## config.mk

```make
export PLATFORM = sky130hd
export DESIGN_NAME = adc_capture_ctrl
export DESIGN_NICKNAME = d
export VERILOG_FILES = /design/src/rtl/adc_capture_pkg.sv /design/src/rtl/adc_trig_detect.sv /design/src/rtl/adc_capture_ctrl.sv
export SDC_FILE = /design/constraint.sdc
export NUM_CORES = 1
export LEC_CHECK = 0
export CAP_MARGIN = 20
export CORE_MARGIN = 1
export CORE_UTILIZATION = 54
export DETAILED_ROUTE_END_ITERATION = 6
export GPL_ROUTABILITY_DRIVEN = 0
export GPL_TIMING_DRIVEN = 0
export HOLD_SLACK_MARGIN = 0.05
export PLACE_DENSITY = 0.91
export SETUP_SLACK_MARGIN = 0.15
export SYNTH_ARGS = -nofsm -noshare
export SYNTH_HDL_FRONTEND = slang
export SYNTH_SLANG_ARGS = --single-unit
```

## constraint.sdc

```tcl
create_clock -name clk -period 5.6 [get_ports clk]
set_clock_uncertainty 0.1 [all_clocks]
set_input_delay 0.56 -clock clk [delete_from_list [all_inputs] [get_ports clk]]
set_output_delay 0.56 -clock clk [all_outputs]
set_load 0.01 [all_outputs]
```

## src/rtl/adc_capture_pkg.sv

```systemverilog
// Shared types and defaults for the ADC capture sequencer.
package adc_capture_pkg;
  localparam int MAX_LOG2 = 8;
  localparam int LEN_W    = 10;

  typedef enum logic [2:0] {
    S_IDLE,
    S_ARM,
    S_WAIT_TRIG,
    S_CAPTURE,
    S_DRAIN
  } state_e;

  function automatic logic [3:0] clamp_log2(input logic [3:0] v, input int max_v);
    return (int'(v) > max_v) ? 4'(max_v) : v;
  endfunction
endpackage

```

## src/rtl/adc_trig_detect.sv

```systemverilog
// Rising level-crossing detector on the raw ADC stream.
module adc_trig_detect #(
  parameter int DATAWIDTH = 14
) (
  input  logic                 clk,
  input  logic                 rst,
  input  logic                 load,
  input  logic                 en,
  input  logic [DATAWIDTH-1:0] level,
  input  logic [DATAWIDTH-1:0] adcdata,
  output logic                 trig
);
  logic [DATAWIDTH-1:0] prev_q, prev_d;

  always_comb begin
    prev_d = (load || en) ? adcdata : prev_q;
    trig   = en && (prev_q < level) && (adcdata >= level);
  end

  always_ff @(posedge clk or posedge rst) begin
    if (rst) prev_q <= '0;
    else     prev_q <= prev_d;
  end
endmodule

```

## src/rtl/adc_capture_ctrl.sv

```systemverilog
// Triggered, decimated, fixed-length ADC frame capture onto a valid/ready stream.
module adc_capture_ctrl
  import adc_capture_pkg::*;
#(
  parameter int DATAWIDTH = 14,
  parameter int MAX_LOG2  = adc_capture_pkg::MAX_LOG2,
  parameter int LEN_W     = adc_capture_pkg::LEN_W
) (
  input  logic                 clk,
  input  logic                 rst,
  input  logic                 start,
  input  logic                 abort,
  input  logic                 trig_mode,
  input  logic [DATAWIDTH-1:0] trig_level,
  input  logic [3:0]           ds_log2,
  input  logic [LEN_W-1:0]     frame_len,
  input  logic [DATAWIDTH-1:0] adcdata,
  output logic [DATAWIDTH-1:0] m_data,
  output logic                 m_valid,
  input  logic                 m_ready,
  output logic                 m_last,
  output logic                 busy,
  output logic                 done,
  output logic                 overflow,
  output logic                 cfg_err
);
  state_e               state_q, state_d;
  logic                 trig_mode_q, trig_mode_d;
  logic [DATAWIDTH-1:0] level_q, level_d;
  logic [3:0]           ds_q, ds_d;
  logic [LEN_W-1:0]     rem_q, rem_d;
  logic [MAX_LOG2-1:0]  dcnt_q, dcnt_d, dmask;
  logic [DATAWIDTH-1:0] m_data_q, m_data_d;
  logic                 m_valid_q, m_valid_d, m_last_q, m_last_d;
  logic                 busy_q, busy_d, done_q, done_d;
  logic                 overflow_q, overflow_d, cfg_err_q, cfg_err_d;
  logic                 trig, can_load;

  adc_trig_detect #(.DATAWIDTH(DATAWIDTH)) u_trig (
    .clk     (clk),
    .rst     (rst),
    .load    (state_q == S_ARM),
    .en      (state_q == S_WAIT_TRIG),
    .level   (level_q),
    .adcdata (adcdata),
    .trig    (trig)
  );

  always_comb begin
    state_d     = state_q;
    trig_mode_d = trig_mode_q;
    level_d     = level_q;
    ds_d        = ds_q;
    rem_d       = rem_q;
    dcnt_d      = dcnt_q;
    m_data_d    = m_data_q;
    m_valid_d   = m_valid_q;
    m_last_d    = m_last_q;
    overflow_d  = overflow_q;
    done_d      = 1'b0;
    cfg_err_d   = 1'b0;
    dmask       = ~({MAX_LOG2{1'b1}} << ds_q);
    // Single-entry output: a slot frees up in the same cycle the old word leaves.
    can_load    = !m_valid_q || m_ready;

    if (m_valid_q && m_ready) begin
      m_valid_d = 1'b0;
      m_last_d  = 1'b0;
    end

    case (state_q)
      S_IDLE: if (start) begin
        if (frame_len == '0) cfg_err_d = 1'b1;
        else begin
          state_d     = S_ARM;
          trig_mode_d = trig_mode;
          level_d     = trig_level;
          ds_d        = clamp_log2(ds_log2, MAX_LOG2);
          rem_d       = frame_len;
          overflow_d  = 1'b0;
        end
      end
      S_ARM: begin
        dcnt_d  = '0;
        state_d = trig_mode_q ? S_WAIT_TRIG : S_CAPTURE;
      end
      S_WAIT_TRIG: if (trig) state_d = S_CAPTURE;
      S_CAPTURE: begin
        dcnt_d = (dcnt_q + 1'b1) & dmask;
        if (dcnt_q == '0) begin
          // Dropped samples still consume count so frame timing is fixed.
          rem_d = rem_q - 1'b1;
          if (can_load) begin
            m_data_d  = adcdata;
            m_valid_d = 1'b1;
            m_last_d  = (rem_q == LEN_W'(1));
          end else begin
            overflow_d = 1'b1;
          end
          if (rem_q == LEN_W'(1)) begin
            if (can_load) state_d = S_DRAIN;
            else begin
              state_d = S_IDLE;
              done_d  = 1'b1;
            end
          end
        end
      end
      S_DRAIN: if (m_valid_q && m_ready && m_last_q) begin
        done_d  = 1'b1;
        state_d = S_IDLE;
      end
      default: state_d = S_IDLE;
    endcase

    if (abort) begin
      state_d    = S_IDLE;
      m_valid_d  = 1'b0;
      m_last_d   = 1'b0;
      done_d     = 1'b0;
      overflow_d = overflow_q;
    end

    busy_d = (state_d != S_IDLE);
  end

  always_ff @(posedge clk or posedge rst) begin
    if (rst) begin
      state_q     <= S_IDLE;
      trig_mode_q <= 1'b0;
      level_q     <= '0;
      ds_q        <= '0;
      rem_q       <= '0;
      dcnt_q      <= '0;
      m_data_q    <= '0;
      m_valid_q   <= 1'b0;
      m_last_q    <= 1'b0;
      busy_q      <= 1'b0;
      done_q      <= 1'b0;
      overflow_q  <= 1'b0;
      cfg_err_q   <= 1'b0;
    end else begin
      state_q     <= state_d;
      trig_mode_q <= trig_mode_d;
      level_q     <= level_d;
      ds_q        <= ds_d;
      rem_q       <= rem_d;
      dcnt_q      <= dcnt_d;
      m_data_q    <= m_data_d;
      m_valid_q   <= m_valid_d;
      m_last_q    <= m_last_d;
      busy_q      <= busy_d;
      done_q      <= done_d;
      overflow_q  <= overflow_d;
      cfg_err_q   <= cfg_err_d;
    end
  end

  assign m_data   = m_data_q;
  assign m_valid  = m_valid_q;
  assign m_last   = m_last_q;
  assign busy     = busy_q;
  assign done     = done_q;
  assign overflow = overflow_q;
  assign cfg_err  = cfg_err_q;
endmodule

```

==> flow_summary.json, run 1 <==
{
  "status": "completed",
  "min_from": "m_data[0]$_DFFE_PP0P_",
  "tns_ns": 0,
  "ant_nets": 0,
  "io_pins": 68,
  "synth_compound_area_share_pct": 14.9,
  "hpwl_um": 6910,
  "synth_enable_flop_cells": 0,
  "syn_inst": 389,
  "synth-seq-area-share_pct": 46.6,
  "drive_above_1_share_pct": 13.3,
  "r2r_slack_ns": 3.37,
  "routedWlPerCell_um": 17.1,
  "cts_resized": 0,
  "critPathKind": "input port to register",
  "yosys.area.top_type": "dfrtp_1",
  "netlist-cell-type-count": 52,
  "async_flop_share_pct": 100,
  "area_growth_pct": 25.6,
  "vias_per_cell": 5.93,
  "numCtsBuffers": 9,
  "fmax_mhz": 441,
  "diodes": 0,
  "hold_violations": 0,
  "yosys_most_used_dff": "dfrtp_1",
  "drc_errors": 0,
  "yosysTopAreaCellShare_pct": 46.6,
  "rsz0062_at_grt": "no",
  "synth.top_cells.by_area": "dfrtp_1 (47%), ha_1 (9.8%), mux2_2 (8.5%), o21ai_0 (5.0%), a21oi_1 (3.0%)",
  "initial_core_util_pct": 57.3,
  "via_count": 3371,
  "core_mm2": 0.00694,
  "synth_warnings": 0,
  "postCtsSetupBuffers": 0,
  "setup_viol": 0,
  "ctsHoldBuffers": 0,
  "max-vdd-ir-drop_v": 0.000306,
  "synth-adder-area-share_pct": 9.75,
  "critPathLaunchType": "input port",
  "synthTopCellsByCount": "dfrtp_1 (74), o21ai_0 (40), ha_1 (31)",
  "ys_ff_latch": 74,
  "hold_end": "m_data[0]$_DFFE_PP0P_",
  "grt-ovfl-total": 0,
  "clk_pin_slew_ns": 0.08,
  "r2r_cells": 6,
  "fin_crit_sh_pct": 40.5,
  "grt_util_all_layers_pct": 27.2,
  "synth_top_family_by_area": "compound AO/OA/AOI/OAI gates",
  "rows": 30,
  "cp_max_fo": 10,
  "p_leak_uw": 0.00217,
  "fill_cells": 504,
  "drt-total-wl_um": 9710,
  "grt_pass1_wl_um": 16000,
  "grt_max_degree": 75,
  "cap_violations": 0,
  "chipWidth_um": 87.8,
  "clockBufferDepth": 2,
  "grt_antenna_before_repair": 0,
  "tightest_slew_ns": 0.897,
  "powerDensity_mw_per_mm2": 502,
  "die_h_um": 87.8,
  "crit_arrival_ns": 2.40,
  "dr.first_iter.drc_count": 213,
  "slew_headroom_pct": 40.2,
  "worstReg2RegEnd": "m_data[10]$_DFFE_PP0P_",
  "grt_pass1_vias": 3543,
  "h-tree-depth": 3,
  "detail_route.first_pass.iterations": 5,
  "hold_depth": 2,
  "syn-num-nets": 468,
  "slew_viol_final": 0,
  "synth_mux_area_share_pct": 8.74,
  "fin_nets": 546,
  "cts_tree": "done",
  "synth-simple-area-share_pct": 14.6,
  "io_buffers": 67,
  "synth_area_mm2": 0.00398,
  "cts_num_sinks": 74,
  "cts_root_buffer": "clkbuf_8",
  "synth.avg_cell_area_um2": 10.2,
  "die_area_mm2": 0.00771,
  "min_path_type": "register to register",
  "yosysMostFrequentCell": "dfrtp_1",
  "clock_latency_ns": 0.36,
  "cp.required_ns": 5.74,
  "r2r_start": "dcnt_q[0]$_DFFE_PP0P_",
  "synth_xor_area_share_pct": 0.440,
  "finalCriticalPeriod_ns": 2.27,
  "finalPower_uw": 2510,
  "endpoint_kind": "register"
}
==> critical path: stages <==
cell,delay [ns]
clkdlybuf4s50_1,0.43
nor4_1,0.60
a31oi_4,0.20
buf_4,0.23
o22a_1,0.20
o22a_1,0.17
==> cells in the final DEF (no fill, tap or decap), types with 2 or more instances in the layout <==
| cell | Yosys | routed |
|---|---|---|
| a31oi_1 | 3 | 3 |
| o31ai_1 | 3 | 3 |
| nand2_1 | 27 | 27 |
| o21ai_0 | 40 | 40 |
| a21oi_1 | 24 | 24 |
| and3_1 | 6 | 6 |
| nand4_1 | 6 | 6 |
| a211o_1 | 2 | 2 |
| bufinv_16 | 0 | 2 |
| o22ai_1 | 4 | 4 |
| ha_1 | 31 | 31 |
| inv_1 | 26 | 25 |
| buf_4 | 2 | 2 |
| clkbuf_8 | 0 | 10 |
| nor2b_1 | 3 | 3 |
| a21o_1 | 4 | 4 |
| buf_6 | 4 | 4 |
| a211oi_1 | 3 | 3 |
| clkbuf_1 | 4 | 5 |
| nor3_1 | 11 | 11 |
| dfrtp_1 | 74 | 74 |
| mux2_2 | 30 | 30 |
| nand3_1 | 10 | 10 |
| buf_2 | 5 | 5 |
| nor4_1 | 4 | 4 |
| clkdlybuf4s50_1 | 0 | 67 |
| nor2_1 | 26 | 26 |
| a22oi_1 | 2 | 2 |
| o22a_1 | 2 | 2 |
| nand3b_1 | 4 | 4 |
| nand2b_1 | 5 | 5 |
==> cells by family (layout without fill, tap and decap cells) <==
group           after synthesis  count (layout)
compound gates               98              98
xor+xnor                      2               2
fa+ha+maj                    31              31
buf+inv                      41             124
flops                        74              74
mux                          31              31
simple gates                112             112
==> stage by stage <==
| step | utilization [%] | hold WS [ns] | worst slack, ns | instances | cell area, um^2 |
|---|---|---|---|---|---|
| after floorplan | - | 0.371 | 3.06 | 389 | 3980 |
| after global placement | 68.7 | 0.373 | 1.88 | 552 | 4770 |
| after detailed placement | 68.7 | 0.374 | 2.97 | 552 | 4770 |
| after CTS | 72.0 | 0.392 | 3.33 | 568 | 5000 |
| after global routing | 72.0 | 0.426 | 3.25 | 568 | 5000 |
| final | 72.0 | 0.385 | 3.33 | 568 | 5000 |
==> report_power, final <==
part / total [uW] / internal, uW / switching (uW)
logic: 1140 / 545 / 592
clock network: 473 / 266 / 207
registers: 899 / 756 / 143
==> worst max path at each step <==
stage | slack [ns] | cells after the start | endpoint | from
3_3_place_gp | 1.88 | 2 | m_data[2]$_DFFE_PP0P_ | rst
2_1_floorplan | 3.06 | 1 | busy$_DFF_PP0_ | rst
5_1_grt | 3.25 | 7 | state_q[0]$_DFF_PP0_ | adcdata[3]
3_5_place_dp | 2.97 | 6 | rem_q[8]$_DFFE_PP0P_ | frame_len[0]
4_1_cts | 3.33 | 6 | rem_q[8]$_DFFE_PP0P_ | frame_len[2]
6_report | 3.33 | 6 | rem_q[8]$_DFFE_PP0P_ | frame_len[1]
==> flip-flops by register name, indices dropped and copies added, names as in the netlist, 3 cells and up <==
name	cells
state_q	3
u_trig.prev_q	14
rem_q	10
m_data	14
ds_q	4
dcnt_q	8
level_q	14
==> routing by layer <==
| layer | vias up | global-route usage [%] | wire length, um |
|---|---|---|---|
| li1 | 1561 | - | - |
| met1 | 1636 | 32.5 | 3920 |
| met2 | 147 | 49.0 | 4980 |
| met3 | 27 | 6.31 | 605 |
| met4 | 0 | 7.45 | 200 |
| met5 | - | 0 | 0 |
==> final cells by class <==
| cell class | instances | area [um^2] | share of cell area (%) |
|---|---|---|---|
| Clock buffer | 11 | 141 | 2.83 |
| Inverter | 26 | 100 | 2.00 |
| Buffer | 15 | 100 | 2.00 |
| Sequential cell | 74 | 1850 | 37.1 |
| Clock inverter | 5 | 85.1 | 1.70 |
| Timing Repair Buffer | 67 | 671 | 13.4 |
| Multi-Input combinational cell | 274 | 1930 | 38.6 |
| Tap cell | 96 | 120 | 2.40 |
No activity file was read; power rests on OpenSTA's default activity.
==> run 2: changes to the inputs <==
- CORE_UTILIZATION: 54 -> 53
- PLACE_DENSITY: 0.91 -> 0.9
- clock period: 5.6 -> 2.1 ns (I/O delays scaled with it)
==> run 2 against run 1 <==
  * Non-clock buffer count increased by 11
  * First-iteration DRC count is 11% higher
  * Final cell count increased by 2.3%
  * Sequential share of layout area fell by 1.6 points
  * Total power increased to 2.8 times the previous value
  * Via count increased by 3.0%
  * Wire length grew 7.9%
  * Global-route usage about the same
==> flow_summary.json, run 2 (same netlist as run 1, synthesis figures left out) <==
{
  "endpoint_kind": "register",
  "detail_route.first_pass.iterations": 4,
  "die_h_um": 88.6,
  "fin_area_mm2": 0.00523,
  "fin_crit_sh_pct": 97.7,
  "fill_cells": 503,
  "cp_slowest_stage_delay_ns": 0.56,
  "numCtsBuffers": 9,
  "switching_share_pct": 38.4,
  "final_common_cell": "dfrtp_1",
  "chipWidth_um": 88.6,
  "grt_util_all_layers_pct": 27.2,
  "max-vdd-ir-drop_v": 0.000809,
  "whs_ns": 0.226,
  "powerDensity_mw_per_mm2": 1330,
  "clkPwrFrac_pct": 16.0,
  "mostFrequentLayoutCells": "dfrtp_1 (74), clkdlybuf4s50_1 (67), o21ai_0 (30)",
  "crit_top_cell": "buf_6",
  "ant_nets": 0,
  "core_mm2": 0.00725,
  "tightest_slew_ns": 0.749,
  "cts_root_buffer": "clkbuf_8",
  "r2r_start": "state_q[1]$_DFF_PP0_",
  "critPathLaunchType": "register",
  "clockBufferDepth": 2,
  "drt-total-wl_um": 10500,
  "grt_antenna_before_repair": 0,
  "grt-ovfl-total": 0,
  "fmax_mhz": 487,
  "p_int_uw": 4280,
  "r2r_cells": 6,
  "finalCriticalPeriod_ns": 2.05,
  "diodes": 0,
  "crit_buf_inv": 2,
  "slowest_stage": "or4b_4",
  "cp-startpoint": "state_q[1]$_DFF_PP0_",
  "grt_pass1_wl_um": 16000,
  "area_growth_pct": 31.4,
  "worstReg2RegEnd": "overflow$_DFFE_PP0P_",
  "switchingPower_uw": 2670,
  "seq_power_share_pct": 34.9,
  "cp.depth": 6,
  "cp.required_ns": 2.24,
  "hold_violations": 0,
  "h-tree-depth": 3,
  "rows": 31,
  "initial_core_util_pct": 54.8,
  "routedWlPerCell_um": 18.0,
  "rsz0062_at_grt": "yes",
  "critPathKind": "register to register",
  "status": "completed",
  "dr.first_iter.drc_count": 237,
  "cts_tree": "done",
  "die_area_mm2": 0.00786,
  "cap_violations": 0,
  "io_buffers": 67,
  "slew_viol_final": 0,
  "slew_headroom_pct": 49.9,
  "p_leak_uw": 0.00228,
  "fin_nets": 557,
  "drc_errors": 0,
  "setup_viol": 0,
  "grt_max_degree": 42,
  "clock_latency_ns": 0.35,
  "crit_arrival_ns": 2.19,
  "power_frac_comb_pct": 49.1,
  "clk_pin_slew_ns": 0.08,
  "path_cells": "buf_6 > or4b_4 > a31oi_4 > nor2_2 > buf_6 > o32a_1",
  "hpwl_um": 6930,
  "cpLargestDelayFamily": "simple AND/OR/NAND/NOR gates",
  "cp_max_fo": 10,
  "min_path_type": "input port to asynchronous set/reset pin",
  "ctsHoldBuffers": 0,
  "via_count": 3472,
  "grt_pass1_vias": 3456,
  "place_area_mm2": 0.00480,
  "cts_num_sinks": 74,
  "crit_end": "overflow$_DFFE_PP0P_",
  "drive_above_1_share_pct": 20.3,
  "io_pins": 68,
  "vias_per_cell": 5.98,
  "r2r_slack_ns": 0.05
}
==> run 2: cell count changes in the layout (fill, tap and decap cells not counted), sizes merged <==
cell / before / now
clkinv: 1 / 3
buf: 11 / 21
bufinv: 2 / 1
inv: 27 / 25
clkbuf: 15 / 16
==> run 2: repair_timing <==
action,CTS,global route
pin swaps,4,7
cloned,1,0
setup buffers,3,6
resized for setup,14,39
setup endpoints to repair,58,50
==> run 2: worst min-delay path by stage <==
| stage | to | cells after the start |
|---|---|---|
| after floorplan | m_valid$_DFF_PP0_ | 1 |
| after global placement | m_data[0]$_DFFE_PP0P_ | 2 |
| after detailed placement | m_data[0]$_DFFE_PP0P_ | 2 |
| after CTS | m_data[12]$_DFFE_PP0P_ | 2 |
| after global routing | level_q[12]$_DFFE_PP0P_ | 2 |
| final | ds_q[0]$_DFFE_PP0P_ | 2 |
==> run 2: layout make-up <==
class | instances | area (um^2) | share of cell area, %
inverter | 26 | 101 | 1.94
buffer | 15 | 128 | 2.44
clock buffer | 11 | 141 | 2.71
multi-input combinational | 274 | 2060 | 39.5
tap | 99 | 124 | 2.37
sequential | 74 | 1850 | 35.4
timing repair buffer | 78 | 766 | 14.7
clock inverter | 4 | 52.6 | 1.01
==> run 2: metrics by stage <==
step / util [%] / cells / setup TNS (ns) / setup WS (ns) / total power (uW)
CTS: 69.9 / 575 / 0 / 0.0789 / 6640
finish: 72.1 / 581 / 0 / 0.0476 / 6940
global placement: 65.8 / 555 / -3.30 / -0.150 / 5160
global route: 72.1 / 581 / 0 / 0.0229 / 7390
floorplan: - / 389 / 0 / 0.171 / 4320
detailed placement: 66.1 / 556 / -6.31 / -0.259 / 5340
==> run 2: routing by layer <==
metal	share of wire (%)	global-route usage [%]	vias up
met5	0	0	-
met4	3.5	14.5	0
met3	5.9	4.76	51
met2	52	47.7	166
met1	39	32.0	1678
li1	-	-	1577
==> run 2: power by group through the flow <==
| stage | Sequential [uW] | Combinational (uW) | Clock (uW) |
|---|---|---|---|
| after CTS | 2380 | 3130 | 1120 |
| final | 2420 | 3410 | 1110 |
| after floorplan | 2380 | 1940 | 0 |
| after global routing | 2490 | 3730 | 1170 |
| after detailed placement | 2410 | 2940 | 0 |
| after global placement | 2360 | 2800 | 0 |
==> variant 1 (config.mk and constraints of run 1) <==
Encoding of `state_e`: now one-hot (5 bits for 5 states).
--- a/src/rtl/adc_capture_pkg.sv
+++ b/src/rtl/adc_capture_pkg.sv
@@ -3,12 +3,12 @@
   localparam int MAX_LOG2 = 8;
   localparam int LEN_W    = 10;
 
-  typedef enum logic [2:0] {
-    S_IDLE,
-    S_ARM,
-    S_WAIT_TRIG,
-    S_CAPTURE,
-    S_DRAIN
+  typedef enum logic [4:0] {
+    S_IDLE      = 5'b00001,
+    S_ARM       = 5'b00010,
+    S_WAIT_TRIG = 5'b00100,
+    S_CAPTURE   = 5'b01000,
+    S_DRAIN     = 5'b10000
   } state_e;
 
   function automatic logic [3:0] clamp_log2(input logic [3:0] v, input int max_v);
Formal check against the unedited RTL: same outputs for any inputs over 10 cycles, from zero or initial values and one cycle with rst high; not proved beyond that.
==> variant 1 against run 1 <==
The flow now finishes with violations (design-rule violations); first-iteration DRC count decreased by 7.5%; sequential cell count increased by 2; clock power down 16%; total power is 29% lower; synthesized area is 3.8% higher; via count is 4.2% higher; largest power group is now registers; count of clock-buffer cells in the layout decreased by 1; critical endpoint is now m_data[1]; worst hold slack got worse by 0.040 ns; synthesized cell count is 4.4% higher; design area is 2.6% higher; routed wire length is 4.4% higher; setup slack got worse by 0.45 ns; largest cell class unchanged; die area grew 3.7%.
==> variant 1: results (changes against run 1) <==
----------------------------------------------------
[Pwr]
  Sequential-cell power consumption ... 770 µW (was 899 µW)
  Clk. pwr ... 397 µW (was 473 µW)
  LEAKAGE ... 2.19 nW (was 2.17 nW)
  Worst IR Drop VDD ... 250 µV (was 306 µV)
  Net switching power ... 632 µW (was 943 µW)

[Drt]
  Drt via density ... 5.97 (was 5.93)
  DRC violation count after routing ... 4 (was 0)
  Routed wire length on met2 ... 5030 µm (was 4980 µm)
  DRT Pass-1 Iters ... 7 (was 5)
  Routed length on met1 ... 4230 µm (was 3920 µm)
  Length of routed met3 wiring ... 586 µm (was 605 µm)
  Detailed Route Iter0 Violations ... 197 (was 213)
  Drt total wl ... 10100 µm (was 9710 µm)

[Global route]
  Met1 Usage GRT ... 0.320 (was 0.325)
  Pin count of the biggest net entering global routing ... 70 (was 75)
  All-Layer GR Usage ... 0.270 (was 0.272)
  Initial antenna violation count ... 0 (unchanged)
  Met2 track demand over resource ... 0.475 (was 0.490)
  Wire length of the first global-routing pass ... 16200 µm (was 16000 µm)

[Outcome]
  Status ... finished, violations left (was complete, no violations)
  Failing checks ... design-rule violations

[Layout]
  Number of nets in the layout ... 563 (was 546)
  Number of cells in the finished layout apart from fillers ... 588 (was 568)

[STA]
  Post-Route Hold Slack ... 0.345 ns (was 0.385 ns)
  Transition time at the pin with the least slew margin ... 0.629 ns (was 0.897 ns)

[Placement]
  Final HPWL DP ... 7410 µm (was 6910 µm)
  Placement Cell Area ... 4940 µm² (was 4770 µm²)
  Placed insts ... 572 (was 552)
  Port bufs ... 66 (was 67)
  Worst Setup Slack post-DPL ... 2.69 ns (was 2.97 ns)

[Synthesis]
  Mapped Cells ... 406 (was 389)
  Sequential share of the synthesized area ... 0.461 (was 0.466)
  Post-Synthesis Net Count ... 485 (was 468)
  Biggest area contributors in the synthesized netlist ... dfrtp_1, ha_1, mux2_2 (unchanged)
  Synth top cells by count ... dfrtp_1, o21ai_0, nand2_1 (was dfrtp_1, o21ai_0, ha_1, mux2_2, nand2_1)

[Min path]
  Type of the tightest min-delay check ... input port to asynchronous set/reset pin (was flop to flop)

[Worst setup path]
  Arrival @ worst endpoint ... 2.85 ns (was 2.40 ns)
  Slowest Stage Delay on Critical Path ... 0.43 ns (was 0.60 ns)
  Reg2Reg Capture Point ... m_data[1] (was m_data[10])
  Cells on worst reg2reg path ... 7 (was 6)
  Max stage delay cell, worst path ... dfrtp_1 (was nor4_1)
  Worst-case register-to-register setup slack ... 2.89 ns (was 3.37 ns)

----------------------------------------------------
[variant 1: cell type report]
class / instances / area (µm²)
well taps: 99 / 124
inverters: 23 / 88.8
fillers: 520 / 2200
clock inverters: 6 / 47.5
clock buffers: 10 / 138
flip-flops and latches: 76 / 1900
plain buffers: 12 / 55.1
repair buffers: 67 / 688
multi-input cells: 295 / 2080
[variant 1: how the worst max path moves through the flow]
stage / start / endpoint / slack (ns)
3_5_place_dp: frame_len[0] / ds_q[3] / 2.69
2_1_floorplan: rst / busy / 3.00
4_1_cts: dcnt_q[0] / m_data[1] / 2.89
6_report: dcnt_q[0] / m_data[1] / 2.89
3_3_place_gp: rst / m_data[3] / 1.81
5_1_grt: dcnt_q[0] / m_data[1] / 2.72
[variant 1: kinds of logic after synthesis]
logic type | share of synthesized area
buffers and inverters | 0.0342
XOR/XNOR | 0.00636
AO/OA/AOI/OAI | 0.158
adder cells (fa/ha/maj) | 0.0939
flip-flops | 0.461
AND/OR/NAND/NOR | 0.159
multiplexers | 0.0870
==> variant 2 (settings of run 1) <==
Without the edit above. Set the package constant `MAX_LOG2` to 10 (it was 8).
--- a/src/rtl/adc_capture_pkg.sv
+++ b/src/rtl/adc_capture_pkg.sv
@@ -1,6 +1,6 @@
 // Shared types and defaults for the ADC capture sequencer.
 package adc_capture_pkg;
-  localparam int MAX_LOG2 = 8;
+  localparam int MAX_LOG2 = 10;
   localparam int LEN_W    = 10;
 
   typedef enum logic [2:0] {
Check against the original RTL: no difference found for any inputs over 10 cycles, from zero or initial values and one cycle with rst high; that may be too few to reach the edited logic, so the function may still have changed.
==> variant 2 against run 1 <==
Critical path depth increased by 1; sequential power rose by 0.8%; setup slack worse by 0.18 ns; non-clock buffer count increased by 4; design area increased by 3.5%; total power down 1.4%; sequential cell count grew 2; synthesized area is 4.2% higher; routed wire length grew 4.1%; first-iteration DRC count rose by 10%; utilization shrank 1.4 points; critical endpoint is now overflow; highest routed layer unchanged.
==> variant 2: results (changes against run 1) <==
----------------------------------------------------
[Worst setup path]
  Slowest Stage Delay on Critical Path ... 0.48 ns (was 0.60 ns)
  Worst flop-to-flop path startpoint ... dcnt_q[5] (was dcnt_q[0])
  Launch point of the critical path ... start (was frame_len[1])
  Max stage delay cell, worst path ... or4b_4 (was nor4_1)
  Arrival @ worst endpoint ... 2.59 ns (was 2.40 ns)
  Max Fanout on Critical Path ... 10 (unchanged)
  Reg2Reg Capture Point ... m_data[0] (was m_data[10])
  Worst-case register-to-register setup slack ... 3.20 ns (was 3.37 ns)
  Worst setup path endpoint ... overflow (was rem_q[8])

[Pwr]
  Worst IR Drop VDD ... 248 µV (was 306 µV)

[Outcome]
  Status ... complete, no violations (unchanged)

[Global route]
  Met3 Usage GRT ... 0.0539 (was 0.0631)
  Vias in the first global route ... 3447 (was 3543)
  Met2 track demand over resource ... 0.470 (was 0.490)
  Wire length of the first global-routing pass ... 16400 µm (was 16000 µm)
  All-Layer GR Usage ... 0.275 (was 0.272)
  Met1 Usage GRT ... 0.337 (was 0.325)
  Pin count of the biggest net entering global routing ... 54 (was 75)

[Drt]
  Drt via density ... 5.87 (was 5.93)
  Routed length on met1 ... 4150 µm (was 3920 µm)
  Length of routed met3 wiring ... 634 µm (was 605 µm)
  Drt total wl ... 10100 µm (was 9710 µm)
  Detailed Route Iter0 Violations ... 235 (was 213)
  DRT Pass-1 Iters ... 6 (was 5)
  Routed wire length on met2 ... 5050 µm (was 4980 µm)
  Routed wirelength normalized by instance count ... 16.9 µm (was 17.1 µm)

[STA]
  Highest Clock Rate ... 0.408 GHz (was 0.441 GHz)
  Post-Route Hold Slack ... 0.409 ns (was 0.385 ns)

[Layout]
  Number of nets in the layout ... 573 (was 546)
  Number of antenna cells inserted ... 0 (unchanged)
  Layout cell share with drive strength beyond 1 ... 0.122 (was 0.133)

[Placement]
  Placed insts ... 582 (was 552)
  Worst Setup Slack post-DPL ... 2.81 ns (was 2.97 ns)
  Placement Cell Area ... 4970 µm² (was 4770 µm²)
  Final HPWL DP ... 7140 µm (was 6910 µm)

[Synthesis]
  Synth top cells by count ... dfrtp_1, o21ai_0, nand2_1, ha_1, mux2_2 (was dfrtp_1, o21ai_0, ha_1, mux2_2, nand2_1)
  Biggest area contributors in the synthesized netlist ... dfrtp_1, ha_1, mux2_2 (unchanged)
  Average size of a mapped cell ... 9.98 µm² (was 10.2 µm²)
  Sequential share of the synthesized area ... 0.459 (was 0.466)
  Cell variety after synth ... 48 (was 52)

----------------------------------------------------
## variant 2: changes by cell type in the layout (fill, tap and decap cells not counted), moves of 3 or more
cell | run 1 | this run
nand2_1 | 27 | 38
o21ai_0 | 40 | 47
clkbuf_1 | 5 | 11
inv_1 | 25 | 21
a31oi_1 | 3 | 6
nand2b_1 | 5 | 8
o22ai_1 | 4 | 1
## variant 2: power by group
part,switching [mW],leakage [nW],total (mW),internal [mW]
Clock,0.202,0.0959,0.433,0.231
Sequential,0.139,0.949,0.906,0.767
Combinational,0.598,1.16,1.13,0.536
Total,0.939,2.20,2.47,1.53
## variant 2: layout make-up
cell class / count / area (µm²)
fill: 499 / 2160
multi-input combinational: 299 / 2050
sequential: 76 / 1900
timing repair buffer: 68 / 698
clock buffer: 13 / 159
tap: 99 / 124
buffer: 18 / 106
inverter: 22 / 85.1
clock inverter: 3 / 45.0
## variant 2: logic make-up (layout without fill, tap and decap cells)
| kind of cell | count (synthesis) | in the layout | synth area share |
|---|---|---|---|
| AND/OR/NAND/NOR | 129 | 129 | 0.161 |
| multiplexers | 31 | 31 | 0.0843 |
| AO/OA/AOI/OAI | 105 | 105 | 0.150 |
| XOR/XNOR | 3 | 3 | 0.00634 |
| flip-flops | 76 | 76 | 0.459 |
| adder cells (fa/ha/maj) | 31 | 31 | 0.0936 |
| buffers and inverters | 40 | 124 | 0.0456 |
## variant 2: worst min-delay path by stage
stage | start | depth (start not counted) | end
global route | m_data[12] | 1 | m_data[12]
finish | m_data[12] | 1 | m_data[12]
floorplan | rem_q[8] | 1 | rem_q[8]
CTS | u_trig.prev_q[0] | 1 | u_trig.prev_q[0]
detailed placement | u_trig.prev_q[0] | 1 | u_trig.prev_q[0]
global placement | u_trig.prev_q[0] | 1 | u_trig.prev_q[0]
